### src/rtl/bsg_dlatch_drain.sv
// Reader end for latch-captured words: registers a word, waits a fixed settle
// interval, then offers it downstream on a valid/yumi handshake.
module bsg_dlatch_drain #(
  parameter int unsigned width_p         = 16,
  parameter int unsigned settle_cycles_p = 2,
  parameter int unsigned count_width_p   = 8
) (
  input  logic                     clk_i,
  input  logic                     reset_n_i,
  input  logic [width_p-1:0]       data_i,
  input  logic                     v_i,
  output logic                     ready_o,
  output logic [width_p-1:0]       data_o,
  output logic                     v_o,
  input  logic                     yumi_i,
  output logic                     busy_o,
  output logic [count_width_p-1:0] drained_o
);

  localparam int unsigned CntW = (settle_cycles_p > 0) ? $clog2(settle_cycles_p + 1) : 1;
  localparam logic [CntW-1:0] SettleLoad = CntW'(settle_cycles_p);

  typedef enum logic [1:0] {StIdle, StSettle, StValid} state_e;

  state_e                   state_q, state_d, load_state;
  logic [CntW-1:0]          cnt_q;
  logic [width_p-1:0]       data_q;
  logic [count_width_p-1:0] drained_q;
  logic                     v_q, busy_q;
  logic                     accept, yumi_ok;

  // Same-cycle pass-through: a consumed word frees the slot for a new one.
  assign yumi_ok    = (state_q == StValid) & yumi_i;
  assign ready_o    = (state_q == StIdle) | yumi_ok;
  assign accept     = v_i & ready_o;
  assign load_state = (settle_cycles_p == 0) ? StValid : StSettle;

  always_comb begin
    state_d = state_q;
    unique case (state_q)
      StIdle:   if (accept) state_d = load_state;
      StSettle: if (cnt_q <= CntW'(1)) state_d = StValid;
      StValid:  if (yumi_i) state_d = accept ? load_state : StIdle;
      default:  state_d = StIdle;
    endcase
  end

  always_ff @(posedge clk_i or negedge reset_n_i) begin
    if (!reset_n_i) begin
      state_q   <= StIdle;
      cnt_q     <= '0;
      data_q    <= '0;
      drained_q <= '0;
      v_q       <= 1'b0;
      busy_q    <= 1'b0;
    end else begin
      state_q <= state_d;
      v_q     <= (state_d == StValid);
      busy_q  <= (state_d != StIdle);
      if (accept) begin
        data_q <= data_i;
        cnt_q  <= SettleLoad;
      end else if (state_q == StSettle) begin
        cnt_q <= cnt_q - CntW'(1);
      end
      if (yumi_ok) drained_q <= drained_q + count_width_p'(1);
    end
  end

  assign data_o    = data_q;
  assign v_o       = v_q;
  assign busy_o    = busy_q;
  assign drained_o = drained_q;

`ifndef SYNTHESIS
  yumi_without_v: assert property (@(posedge clk_i) disable iff (!reset_n_i) yumi_i |-> v_o)
    else $error("yumi_i asserted while v_o=0");
`endif

endmodule

### config.mk
export PLATFORM = sky130hd
export DESIGN_NAME = bsg_dlatch_drain
export DESIGN_NICKNAME = d
export VERILOG_FILES = /design/src/rtl/bsg_dlatch_drain.sv
export SDC_FILE = /design/constraint.sdc
export NUM_CORES = 1
export LEC_CHECK = 0
export BUFFER_PORTS_ARGS = -buffer_cell sky130_fd_sc_hd__clkbuf_2
export CAP_MARGIN = 20
export CORE_UTILIZATION = 48
export CTS_CLUSTER_DIAMETER = 30
export DETAILED_ROUTE_END_ITERATION = 7
export GPL_ROUTABILITY_DRIVEN = 1
export PLACE_DENSITY_LB_ADDON = 0.08
export SLEW_MARGIN = 40
export SYNTH_ARGS = -nofsm -noshare
export SYNTH_HDL_FRONTEND = slang
export SYNTH_SLANG_ARGS = --single-unit
### constraint.sdc
create_clock -name clk_i -period 1.6 [get_ports clk_i]
set_input_delay 0.16 -clock clk_i [delete_from_list [all_inputs] [get_ports clk_i]]
set_output_delay 0.16 -clock clk_i [all_outputs]
set_load 0.01 [all_outputs]
======== After elaboration in Yosys (flattened, before gate mapping) ========
Index checks and enable logic that the tools add are counted.
cells by class
  add/sub/neg operators ................... 2
  magnitude comparators ................... 1
  bitwise operators ....................... 3
  muxes and demuxes ....................... 7
  eq/ne operators ......................... 3
  reduce and logical (&&, ||, !) cells .... 3
operator list
  operator               number
  $mux W2                5
  $add A8 B1 Y8 const B  1
  $pmux W2 S3            1
  $eq A2 B2 Y1 const B   2
  $reduce_bool A2 Y1     2
  $and A1 B1 Y1          2
  $eq A2 B1 Y1 const B   1
  $le A2 B1 Y1 const B   1
  $logic_not A2 Y1       1
  $sub A2 B1 Y2 const B  1
  $mux W1                1
  $or A1 B1 Y1           1
storage, ports and cells
  word-level logic and storage cells ...... 25
  register bits ........................... 30

======== Depth between registers and ports, before layout ========
  depth in word-level cells ............... 8
  depth in mapped cells ................... 5
  depth with buffers taken out ............ 5

======== Worst setup path after synthesis ========
Ideal clock, no wire load.
  kind .................................... register -> register
  from .................................... register state_q[1]
  to ...................................... register data_q[3], in the netlist data_o[3]
  slack ................................... 0.193 ns
  cell stages (with the launch flop) ...... 6
  arrival time ............................ 1.282 ns
  clock period less this slack ............ 1.407 ns
  path buffers ............................ 2
  cell sequence ........................... dfrtp_1 nor2b_4 nor3b_2 buf_6 buf_12 mux2_4
on the way
  cells in the longest elaborated chain, start to end .. 4
  elaborated cells on any way between the ends .. 5
  classes of those cells .................. eq/ne: 1; bitwise: 3; reduce/logical: 1
RTL lines
  item                    RTL line  text
  from (decl)             25        state_e state_q, state_d, load_state;
  from (signal assigned)  50        state_q <= StIdle;
  from (signal assigned)  57        state_q <= state_d;
  $eq A2 B2 Y1            33        assign yumi_ok = (state_q == StValid) & yumi_i;
  $and A1 B1 Y1           33
  $or A1 B1 Y1 *          34        assign ready_o = (state_q == StIdle) | yumi_ok;
  $and A1 B1 Y1 *         35        assign accept = v_i & ready_o;
  to (signal assigned)    61        data_q <= data_i;
  to (decl)               27        logic [width_p-1:0] data_q;
Every way passes the cells marked *; elsewhere a longest branch is shown, timed or not.
A chain may end at the register's enable or synchronous reset.

======== Final worst setup path ========
  from .................................... register state_q[0]
  to ...................................... register data_q[2], in the netlist data_o[2]
The elaborated chain is that of the path after synthesis.

==> impl_results.md <==
* Die Footprint at 0.00290 sq mm
* Initial Utilization at 51.7%
* Share of cells above drive strength 1 at 52.1%
* Clk network pwr share at 15.4%
* Yosys reg bits at 30
* Worst-Skew Late Latency at 0.31 ns
* Worst hold start: data_i[6]
* Worst r2r src: state_q[0]$_DFF_PN0_
* Setup violations, final at 0
* Static leakage at 0.830 nW
* Final Cycle Share at 90.2%
* Port Buffer Count at 46
* Worst Skew at 0.00618 ns
* WL met2 at 1.17 mm
* Fmax at 693 MHz
* Crit path kind: register to register
* Hold WC Path Type: input port to register
* Area grow syn2layout at 25.5%
* CTS root buf: clkbuf_4
* Post-DR wirelength/cell at 13.0 um
* N_diodes at 0
* Initial antenna violation count at 0
* Critical Path End Type: register
* Clk buf depth at 2
* Synth top area share at 58.1%
* Startpoint types: register
* Initial DRC Count at 6
* Gr usage total at 18.7%
* Mapped Cells at 90
* Setup bufs post-CTS at 0
* WP data arrival at 1.64 ns
* R2R cell count at 3
* Final Slew Violations at 0
* Worst-path clk slew at 0.09 ns
* Top Layer Used: met4
* PostCTS Resize Cnt at 0
* Core area at 0.00250 sq mm
* Syn Area/Cell at 14.4 sq um
* Die Wd at 53.9 um
* Ys Warns at 0
* Post-synthesis cell type count at 28
* Largest net degree at the start of global routing at 31
* Outcome: finished clean
* Pwr dens at 1830 mW/mm^2
* HPWL Detailed at 1.60 mm
* Internal power at 1.96 mW
* Sequential Power Share at 44.1%
* RSZ-0062 raised after global routing: no
* Syn_nets at 112
* Fin. Hold Viols at 0
* Global route total overflow at 0
* Switch Pwr at 1.00 mW
* Cts hold-fix bufs at 1
* CP Data Required Time at 1.80 ns
* # fillers at 211
* WL met1 at 963 um
* Nets@finish at 165
* Htree depth at 2
* Max-slew headroom at 51.7%
* First drt pass iteration count at 4
* Minimum clock period at 1.44 ns
* Number of global-route vias before repair at 893
* Clk sink count at 30
* Seq/Total Area, Yosys at 58.1%
* Reg2reg end: data_o[2]$_DFFE_PN0P_
* Comb pwr share at 40.5%
* Max Fanout on Critical Path at 19
* Synth area leaders: dfrtp_1, mux2_2, mux2_4
* DRC Markers at 0
* Register-to-Register Setup Slack at 0.16 ns
* Hold path endpoint: data_o[6]$_DFFE_PN0P_
* Largest area contributor in the netlist: dfrtp_1
* Worst slew pin tran at 0.724 ns
* I/O pins at 47
* CTS Buf Count at 5
* Gpl congestion at 0.814
* Synthesized area at 0.00129 sq mm
* DR vias at 873
* Routed met3 length at 119 um
* CTS tree: done
* Die height at 53.9 um
* Worst vdd ir at 1.19 mV
* Vias per cell at 5.02
* Finished Core Util at 64.9%
* Maxcap violations at 0
* Antenna-violating nets left at 0
* Hold Path Depth at 2
* First-pass GRT wire length at 3.68 mm
* WL final at 2.26 mm
* Sw frac at 33.9%
* Row count at 18
* Setup TNS at 0 ns
==> how the worst max path moves through the flow <==
stage | from | to | slack (ns) | cells after the start
2_1_floorplan | state_q[1]$_DFF_PN0_ | data_o[3]$_DFFE_PN0P_ | 0.19 | 5
3_3_place_gp | state_q[0]$_DFF_PN0_ | data_o[14]$_DFFE_PN0P_ | 0.23 | 3
3_5_place_dp | state_q[0]$_DFF_PN0_ | data_o[2]$_DFFE_PN0P_ | 0.19 | 3
4_1_cts | state_q[0]$_DFF_PN0_ | data_o[2]$_DFFE_PN0P_ | 0.14 | 3
5_1_grt | state_q[0]$_DFF_PN0_ | drained_o[5]$_DFFE_PN0P_ | 0.02 | 3
6_report | state_q[0]$_DFF_PN0_ | data_o[2]$_DFFE_PN0P_ | 0.16 | 3
==> cells in the final DEF (no fill, tap or decap), types with 2 or more instances in the layout <==
master / synthesis / final
clkbuf_4: 0 / 5
nor3_1: 2 / 2
dfrtp_1: 30 / 30
nor2_1: 6 / 6
xor2_1: 4 / 4
inv_1: 3 / 3
mux2_2: 10 / 10
nand2_1: 2 / 2
ha_1: 2 / 2
xnor2_1: 4 / 4
clkbuf_2: 0 / 46
o22ai_1: 2 / 2
mux2_4: 7 / 7
==> per-layer routing <==
metal / global-route usage [%] / vias to the layer above
met5: 0 / -
met3: 5.93 / 2
met1: 20.8 / 422
li1: - / 417
met2: 31.3 / 32
met4: 10.5 / 0
==> critical path: stages (launching register included) <==
cell and delay, ns:
dfrtp_1 0.49, nor3b_4 0.28, buf_12 0.20, mux2_2 0.35
==> power by group through the flow <==
stage | sequential, mW | combinational (mW) | clock [mW]
after floorplan | 1.41 | 0.703 | 0
after global placement | 1.31 | 1.19 | 0
after detailed placement | 1.32 | 1.21 | 0
after CTS | 1.31 | 1.22 | 0.476
after global routing | 1.36 | 1.33 | 0.503
final | 1.31 | 1.20 | 0.457
==> registers in the layout, indices dropped and copies added (netlist names) <==
register   flops
drained_o      8
busy_o         1
state_q        2
data_o        16
v_o            1
cnt_q          2
==> Yosys cell counts <==
library cell  number
dfrtp_1           30
mux2_2            10
mux2_4             7
nor2_1             6
xnor2_1            4
xor2_1             4
inv_1              3
buf_6              2
ha_1               2
nand2_1            2
nor3_1             2
o22ai_1            2
a211o_1            1
a2bb2oi_1          1
and2_1             1
and2b_1            1
buf_12             1
nand2b_1           1
nand3_1            1
nand3b_1           1
nand4_1            1
nand4b_1           1
nor2b_1            1
nor2b_4            1
nor3b_2            1
nor4_2             1
o21ai_0            1
or2b_1             1
==> layout make-up <==
cell class | count | area [sq um] | area share [%]
clock inverter | 1 | 5.00 | 0.309
multi-input combinational | 54 | 494 | 30.5
inverter | 3 | 11.3 | 0.694
sequential | 30 | 751 | 46.3
clock buffer | 7 | 55.1 | 3.40
timing repair buffer | 49 | 268 | 16.5
tap | 30 | 37.5 | 2.31
==> logic make-up (layout without fill, tap and decap cells) <==
logic type / Yosys count / in the layout / share of synthesized area [%]
compound gates: 5 / 5 / 2.71
xor+xnor: 8 / 8 / 5.42
fa+ha+maj: 2 / 2 / 1.94
buf+inv: 6 / 60 / 4.16
flops: 30 / 30 / 58.1
mux: 17 / 17 / 16.8
simple gates: 22 / 22 / 10.8
==> stage by stage <==
step           instance area, sq um  hold WS (ns)  worst slack [ns]  std cells  power (mW)
4_1_cts                        1620        0.0585             0.140        174        3.01
3_3_place_gp                   1550         0.248             0.232        165        2.50
5_1_grt                        1620        0.0577            0.0212        174        3.19
2_1_floorplan                  1290        -0.136             0.193         90        2.11
6_report                       1620        0.0745             0.156        174        2.96
3_5_place_dp                   1550         0.257             0.191        165        2.53
No activity file was read; power rests on OpenSTA's default activity.
